**src/rtl/frame_buffer_writer_if.sv**
```systemverilog
// Pixel-in / BRAM-write-out bundle for frame_buffer_writer.
// Handshake: a pixel is offered by a one-cycle wr_pixel_i strobe with
// pixel_data_i valid in the same cycle; there is no back-pressure, so
// every strobe is either written or deliberately dropped. Writes leave
// as a one-cycle mem_we_o with mem_addr_o/mem_data_o valid in that cycle.
interface frame_buffer_writer_if #(
  parameter int DATA_WIDTH = 8,
  parameter int H_RES      = 640,
  parameter int V_RES      = 480
);
  localparam int ADDR_W = $clog2(H_RES * V_RES);

  logic                    frame_start_i;
  logic                    wr_pixel_i;
  logic [2*DATA_WIDTH-1:0] pixel_data_i;
  logic                    mem_we_o;
  logic [ADDR_W:0]         mem_addr_o;
  logic [2*DATA_WIDTH-1:0] mem_data_o;
  logic                    frame_done_o;
  logic                    frame_err_o;
  logic                    disp_bank_o;
  logic [1:0]              fsm_state;

  modport slave (
    input  frame_start_i, wr_pixel_i, pixel_data_i,
    output mem_we_o, mem_addr_o, mem_data_o,
    output frame_done_o, frame_err_o, disp_bank_o, fsm_state
  );

  modport master (
    output frame_start_i, wr_pixel_i, pixel_data_i,
    input  mem_we_o, mem_addr_o, mem_data_o,
    input  frame_done_o, frame_err_o, disp_bank_o, fsm_state
  );
endinterface

```
**src/rtl/frame_buffer_writer.sv**
```systemverilog
// Writes captured RGB565 pixels into a frame-buffer BRAM at a running
// raster address, reporting frame completion and short/overflowing frames.
// Optional feature macro: DOUBLE_BUFFER_EN -- ping-pong between two banks
// so the display side always scans the last complete frame.
module frame_buffer_writer #(
  parameter int DATA_WIDTH = 8,
  parameter int H_RES      = 640,
  parameter int V_RES      = 480
) (
  input  logic                  clk_i,
  input  logic                  reset_i,
  frame_buffer_writer_if.slave  bus
);
  localparam int ADDR_W = $clog2(H_RES * V_RES);
  localparam int XW     = (H_RES > 1) ? $clog2(H_RES) : 1;
  localparam int YW     = (V_RES > 1) ? $clog2(V_RES) : 1;
  localparam int PW     = 2 * DATA_WIDTH;

  typedef enum logic [1:0] {
    S_IDLE   = 2'd0,
    S_ACTIVE = 2'd1,
    S_DONE   = 2'd2
  } state_t;

  state_t            state_q, state_d;
  logic [XW-1:0]     x_q, x_d;
  logic [YW-1:0]     y_q, y_d;
  logic [ADDR_W-1:0] lin_q, lin_d;
  logic              bank_q, bank_d;
  logic              disp_q, disp_d;
  logic              ovf_q, ovf_d;     // overflow already reported this frame
  logic              we_q, we_d;
  logic [ADDR_W:0]   addr_q, addr_d;
  logic [PW-1:0]     data_q, data_d;
  logic              done_q, done_d;
  logic              err_q, err_d;

  logic last_col, last_row;
  assign last_col = (x_q == XW'(H_RES - 1));
  assign last_row = (y_q == YW'(V_RES - 1));

  // Next-state and registered-output decode; frame_start_i beats wr_pixel_i.
  always_comb begin
    state_d = state_q;
    x_d     = x_q;
    y_d     = y_q;
    lin_d   = lin_q;
    bank_d  = bank_q;
    disp_d  = disp_q;
    ovf_d   = ovf_q;
    we_d    = 1'b0;
    addr_d  = addr_q;
    data_d  = data_q;
    done_d  = 1'b0;
    err_d   = 1'b0;

    case (state_q)
      S_IDLE: begin
        if (bus.frame_start_i) begin
          state_d = S_ACTIVE;
          x_d     = '0;
          y_d     = '0;
          lin_d   = '0;
          ovf_d   = 1'b0;
        end
      end

      S_ACTIVE: begin
        if (bus.frame_start_i) begin
          // Frame restarted before its last pixel: rewrite the same bank.
          err_d = 1'b1;
          x_d   = '0;
          y_d   = '0;
          lin_d = '0;
        end else if (bus.wr_pixel_i) begin
          we_d   = 1'b1;
          addr_d = {bank_q, lin_q};
          data_d = bus.pixel_data_i;
          if (last_col) begin
            x_d = '0;
            if (last_row) begin
              // Final pixel: counters park at zero so lin_addr stays in range.
              y_d     = '0;
              lin_d   = '0;
              done_d  = 1'b1;
              ovf_d   = 1'b0;
              state_d = S_DONE;
`ifdef DOUBLE_BUFFER_EN
              disp_d = bank_q;
              bank_d = ~bank_q;
`endif
            end else begin
              y_d   = y_q + YW'(1);
              lin_d = lin_q + ADDR_W'(1);
            end
          end else begin
            x_d   = x_q + XW'(1);
            lin_d = lin_q + ADDR_W'(1);
          end
        end
      end

      S_DONE: begin
        if (bus.frame_start_i) begin
          state_d = S_ACTIVE;
          x_d     = '0;
          y_d     = '0;
          lin_d   = '0;
          ovf_d   = 1'b0;
        end else if (bus.wr_pixel_i && !ovf_q) begin
          err_d = 1'b1;
          ovf_d = 1'b1;
        end
      end

      default: state_d = S_IDLE;
    endcase
  end

  // State and output registers, cleared by synchronous reset.
  always_ff @(posedge clk_i) begin
    if (reset_i) begin
      state_q <= S_IDLE;
      x_q     <= '0;
      y_q     <= '0;
      lin_q   <= '0;
      bank_q  <= 1'b0;
      disp_q  <= 1'b0;
      ovf_q   <= 1'b0;
      we_q    <= 1'b0;
      addr_q  <= '0;
      data_q  <= '0;
      done_q  <= 1'b0;
      err_q   <= 1'b0;
    end else begin
      state_q <= state_d;
      x_q     <= x_d;
      y_q     <= y_d;
      lin_q   <= lin_d;
      bank_q  <= bank_d;
      disp_q  <= disp_d;
      ovf_q   <= ovf_d;
      we_q    <= we_d;
      addr_q  <= addr_d;
      data_q  <= data_d;
      done_q  <= done_d;
      err_q   <= err_d;
    end
  end

  assign bus.mem_we_o     = we_q;
  assign bus.mem_addr_o   = addr_q;
  assign bus.mem_data_o   = data_q;
  assign bus.frame_done_o = done_q;
  assign bus.frame_err_o  = err_q;
  assign bus.disp_bank_o  = disp_q;
  assign bus.fsm_state    = state_q;
endmodule

```
**src/flat_wrapper.sv**
```systemverilog
// flat-port wrapper written by rule: the top's interface ports become plain ports
module frame_buffer_writer_flat 
#(
  parameter int DATA_WIDTH = 8,
  parameter int H_RES      = 640,
  parameter int V_RES      = 480
)
  (clk_i, reset_i, bus_frame_start_i, bus_wr_pixel_i, bus_pixel_data_i, bus_mem_we_o, bus_mem_addr_o, bus_mem_data_o, bus_frame_done_o, bus_frame_err_o, bus_disp_bank_o, bus_fsm_state);
  frame_buffer_writer_if #(.DATA_WIDTH(DATA_WIDTH), .H_RES(H_RES), .V_RES(V_RES)) bus_i ();
  input  logic clk_i;
  input  logic reset_i;
  input wire logic [$bits(bus_i.frame_start_i)-1:0] bus_frame_start_i;
  input wire logic [$bits(bus_i.wr_pixel_i)-1:0] bus_wr_pixel_i;
  input wire logic [$bits(bus_i.pixel_data_i)-1:0] bus_pixel_data_i;
  output wire logic [$bits(bus_i.mem_we_o)-1:0] bus_mem_we_o;
  output wire logic [$bits(bus_i.mem_addr_o)-1:0] bus_mem_addr_o;
  output wire logic [$bits(bus_i.mem_data_o)-1:0] bus_mem_data_o;
  output wire logic [$bits(bus_i.frame_done_o)-1:0] bus_frame_done_o;
  output wire logic [$bits(bus_i.frame_err_o)-1:0] bus_frame_err_o;
  output wire logic [$bits(bus_i.disp_bank_o)-1:0] bus_disp_bank_o;
  output wire logic [$bits(bus_i.fsm_state)-1:0] bus_fsm_state;
  assign bus_i.frame_start_i = bus_frame_start_i;
  assign bus_i.wr_pixel_i = bus_wr_pixel_i;
  assign bus_i.pixel_data_i = bus_pixel_data_i;
  assign bus_mem_we_o = bus_i.mem_we_o;
  assign bus_mem_addr_o = bus_i.mem_addr_o;
  assign bus_mem_data_o = bus_i.mem_data_o;
  assign bus_frame_done_o = bus_i.frame_done_o;
  assign bus_frame_err_o = bus_i.frame_err_o;
  assign bus_disp_bank_o = bus_i.disp_bank_o;
  assign bus_fsm_state = bus_i.fsm_state;
  frame_buffer_writer #(.DATA_WIDTH(DATA_WIDTH), .H_RES(H_RES), .V_RES(V_RES)) u_core (.clk_i(clk_i), .reset_i(reset_i), .bus(bus_i));
endmodule
```
**config.mk**
```make
export PLATFORM = sky130hd
export DESIGN_NAME = frame_buffer_writer_flat
export DESIGN_NICKNAME = d
export VERILOG_FILES = /design/src/rtl/frame_buffer_writer_if.sv /design/src/rtl/frame_buffer_writer.sv /design/src/flat_wrapper.sv
export SDC_FILE = /design/constraint.sdc
export NUM_CORES = 1
export LEC_CHECK = 0
export ABC_AREA = 1
export BUFFER_PORTS_ARGS = -buffer_cell sky130_fd_sc_hd__buf_2
export CAP_MARGIN = 20
export CORE_ASPECT_RATIO = 2
export CORE_MARGIN = 1
export CORE_UTILIZATION = 51
export CTS_BUF_LIST = sky130_fd_sc_hd__clkbuf_8 sky130_fd_sc_hd__clkbuf_16
export CTS_CLUSTER_DIAMETER = 60
export CTS_CLUSTER_SIZE = 20
export DETAILED_ROUTE_END_ITERATION = 16
export PLACE_DENSITY = 0.73
export SLEW_MARGIN = 30
export SYNTH_ARGS = -nofsm -noshare
export SYNTH_HDL_FRONTEND = slang
export SYNTH_SLANG_ARGS = --single-unit
```
**constraint.sdc**
```tcl
create_clock -name clk_i -period 3.8 [get_ports clk_i]
set_clock_uncertainty 0.1 [all_clocks]
set_input_delay 0.57 -clock clk_i [delete_from_list [all_inputs] [get_ports clk_i]]
set_output_delay 0.57 -clock clk_i [all_outputs]
set_load 0.01 [all_outputs]
```
==> metrics.md <==
| Metric | Value |
|---|---|
| Clock group share of total power | 43.2% |
| Avg WL per Cell | 13.7 um |
| CTS tree | yes |
| # DRC | 0 |
| GPL Wtd Cong | 0.913 |
| # port buffers | 59 |
| CTS Buf Count | 9 |
| Vias in the first global route | 3357 |
| Hold Vio Cnt, Final | 0 |
| Clock slew at reported path FFs | 60 ps |
| Gr usage total | 24.8% |
| Crit Path Category | register to register |
| Static Leak | 1.82 nW |
| FF-to-FF Start | u_core.bus.fsm_state[0]$_SDFFE_PP0P_ |
| Unrepaired setup endpoints after global routing | no |
| Post-CTS Resized | 0 |
| Setup_tns | 0 ps |
| Max_cap viols | 0 |
| Number of distinct library cells after synthesis | 33 |
| Internal power | 0.00183 W |
| Crit path time final | 2760 ps |
| FMAX | 0.362 GHz |
| Area delta synth->final | 19.1% |
| Synth Cell Area | 3700 sq um |
| Largest net degree at the start of global routing | 47 |
| Gate power share | 22.0% |
| GR Util met1 | 25.5% |
| DRT Pass-1 Iters | 5 |
| Most Crowded Layer GR | met2 |
| Met3 usage | 5.48% |
| Pwr Density | 594 nW/um^2 |
| Die H | 122 um |
| Tcrit/Tclk final | 72.6% |
| Outcome | complete, no violations |
| Initial antenna violation count | 0 |
| Detail Placement HPWL | 6300 um |
| Crit path DAT | 2880 ps |
| Final Max Slew Viols | 0 |
| Core area | 6990 sq um |
| R2R setup slack | 1040 ps |
| Placement Rows | 43 |
| Class of the tightest hold or removal check | register to register |
| Place WS | 1110 ps |
| Type of origin of the critical path | register |
| Share of cells above drive strength 1 | 18.4% |
| First-pass GRT wire length | 15000 um |
| R2R cell count | 12 |
| Mapped Cells | 517 |
| Vias | 3555 |
| #FFs+latches synth | 79 |
| Switching power | 0.000788 W |
| Worst-Margin Slew | 658 ps |
| Sequential power share | 34.9% |
| Reg2reg end | u_core.lin_q[18]$_SDFFE_PP0P_ |
| Initial core utilization | 52.9% |
| Most common cell after layout, fill and taps aside | nand2_1 |
| Leading cell types in the layout, fill and taps excluded | nand2_1 (113), dfxtp_1 (79), a21oi_1 (63), nor2_1 (60), buf_2 (59) |
| Synth Area per Inst | 7.16 sq um |
| Initial DRC count | 145 |
| CTS sink count | 79 |
| Worst Setup End Kind | register |
| Via density | 5.37 |
| Hold-fix buffers at CTS | 0 |
| Crit path to | u_core.lin_q[18]$_SDFFE_PP0P_ |
| Final WS setup | 1040 ps |
| Die Wd | 62.2 um |
| I/O Pins | 62 |
| VDD IR max | 0.380 mV |
| Setup Buffers After CTS | 0 |
| Overflow after GRT | 0 |
| Slew Limit Headroom | 56.0% |
| M2 GR Usage | 46.2% |
| Ys Warns | 0 |
| Worst skew pair latency | 340 ps |
| Root Driver | clkbuf_16 |
| Routed WL | 9090 um |
| N_diodes | 0 |
| Crit path from | u_core.bus.fsm_state[0]$_SDFFE_PP0P_ |
| Sw Share | 30.1% |
| Worst-path fanout max | 25 |
| CTS H-tree lvls | 3 |
| Die area | 7620 sq um |
| Antenna-violating nets left | 0 |
| Clock buffer depth | 2 |
| Post-synthesis sequential area ratio | 42.7% |
| Net count, final | 593 |
| Required @ worst endpoint | 3920 ps |
| Final setup viols | 0 |
logic make-up after synthesis:
| logic type | count (synthesis) | synth area share, % |
|---|---|---|
| XOR/XNOR | 6 | 1.42 |
| AO/OA/AOI/OAI | 79 | 11.0 |
| buffers and inverters | 68 | 7.81 |
| AND/OR/NAND/NOR | 278 | 34.9 |
| adder cells (fa/ha/maj) | 6 | 2.03 |
| other | 1 | 0.101 |
| flip-flops | 79 | 42.7 |
worst max-delay path, stage by stage, from the launching register on:
cell and delay [ps]:
dfxtp_1 400, inv_1 100, ha_1 220, inv_1 100, nand2_1 130, nand2_1 180, nand3_4 280, inv_2 290
nand3_2 120, nand2_1 400, inv_1 180, nand2_1 110, nor2_1 40
area by class of cell:
type,instances,area (sq um)
sequential,79,1580
fill,654,2590
multi-input combinational,371,1840
clock inverter,6,155
timing repair buffer,62,318
tap,90,113
inverter,44,165
clock buffer,10,239
how the worst min path moves through the flow:
stage                                           start                                endpoint  slack (ps)  cells after the start
3_3_place_gp    u_core.bus.mem_addr_o[9]$_SDFFE_PP0P_   u_core.bus.mem_addr_o[9]$_SDFFE_PP0P_         350                      2
2_1_floorplan              u_core.y_q[8]$_SDFFE_PP0P_              u_core.y_q[8]$_SDFFE_PP0P_         340                      2
4_1_cts         u_core.bus.mem_data_o[7]$_SDFFE_PP0P_   u_core.bus.mem_data_o[7]$_SDFFE_PP0P_         360                      2
6_report       u_core.bus.mem_addr_o[17]$_SDFFE_PP0P_  u_core.bus.mem_addr_o[17]$_SDFFE_PP0P_         360                      2
5_1_grt        u_core.bus.mem_data_o[12]$_SDFFE_PP0P_  u_core.bus.mem_data_o[12]$_SDFFE_PP0P_         370                      2
3_5_place_dp    u_core.bus.mem_data_o[7]$_SDFFE_PP0P_   u_core.bus.mem_data_o[7]$_SDFFE_PP0P_         350                      2
sequential cells by signal, indices dropped and copies added, names as in the netlist:
name	cells
u_core.bus.frame_done_o	1
u_core.bus.fsm_state	2
u_core.ovf_q	1
u_core.x_q	10
u_core.bus.mem_addr_o	19
u_core.bus.mem_we_o	1
u_core.bus.mem_data_o	16
u_core.lin_q	19
u_core.y_q	9
u_core.bus.frame_err_o	1
Yosys cell counts:
cell type  instances  area share (%)
nor3_1            14             1.9
nor2_1            60             6.1
nand2_2            2            0.34
nor2_2             2            0.34
xnor2_1            2            0.47
o21ai_1            3            0.41
o21bai_1           3            0.61
o21ai_0            8             1.1
or2_1              1            0.17
nor2_4             2            0.61
conb_1             1            0.10
a211oi_1           1            0.20
or2_2              3            0.51
clkbuf_1          11             1.1
inv_2              4            0.41
nand3_1           51             6.9
nor3b_1            1            0.20
and3_1             1            0.17
o21a_1             1            0.20
buf_4              7             1.4
nor4_1             2            0.34
nand3_2            3            0.81
and2_1             1            0.17
nand4_1           11             1.9
dfxtp_1           79              43
nor3_2             9             2.4
nand3_4            1            0.47
inv_1             40             4.1
nand2_1          114              12
buf_2              6            0.81
a21oi_1           63             8.5
xor2_1             4            0.95
ha_1               6             2.0
power by group through the flow:
stage          Sequential [W]  Clock [W]  Combinational, W
2_1_floorplan        0.000932          0          0.000450
3_3_place_gp         0.000926          0          0.000554
3_5_place_dp         0.000929          0          0.000566
4_1_cts              0.000912    0.00114          0.000576
5_1_grt              0.000918    0.00118          0.000646
6_report             0.000912    0.00113          0.000575
per-layer routing:
layer | wire (um) | share of wire (%)
met3 | 375 | 4.1
met4 | 270 | 3.0
met2 | 4990 | 55
met1 | 3450 | 38
met5 | 0 | 0
through the flow:
stage               util (%)  cell area, sq um  power, W  std cells  hold slack (ps)
floorplan                  -              3700   0.00138        518              340
global placement        57.3              4010   0.00148        646              346
detailed placement      57.4              4010   0.00149        646              349
CTS                     63.0              4410   0.00263        662              359
global route            63.0              4410   0.00274        662              372
finish                  63.0              4410   0.00262        662              360
No activity file was read; power rests on OpenSTA's default activity.
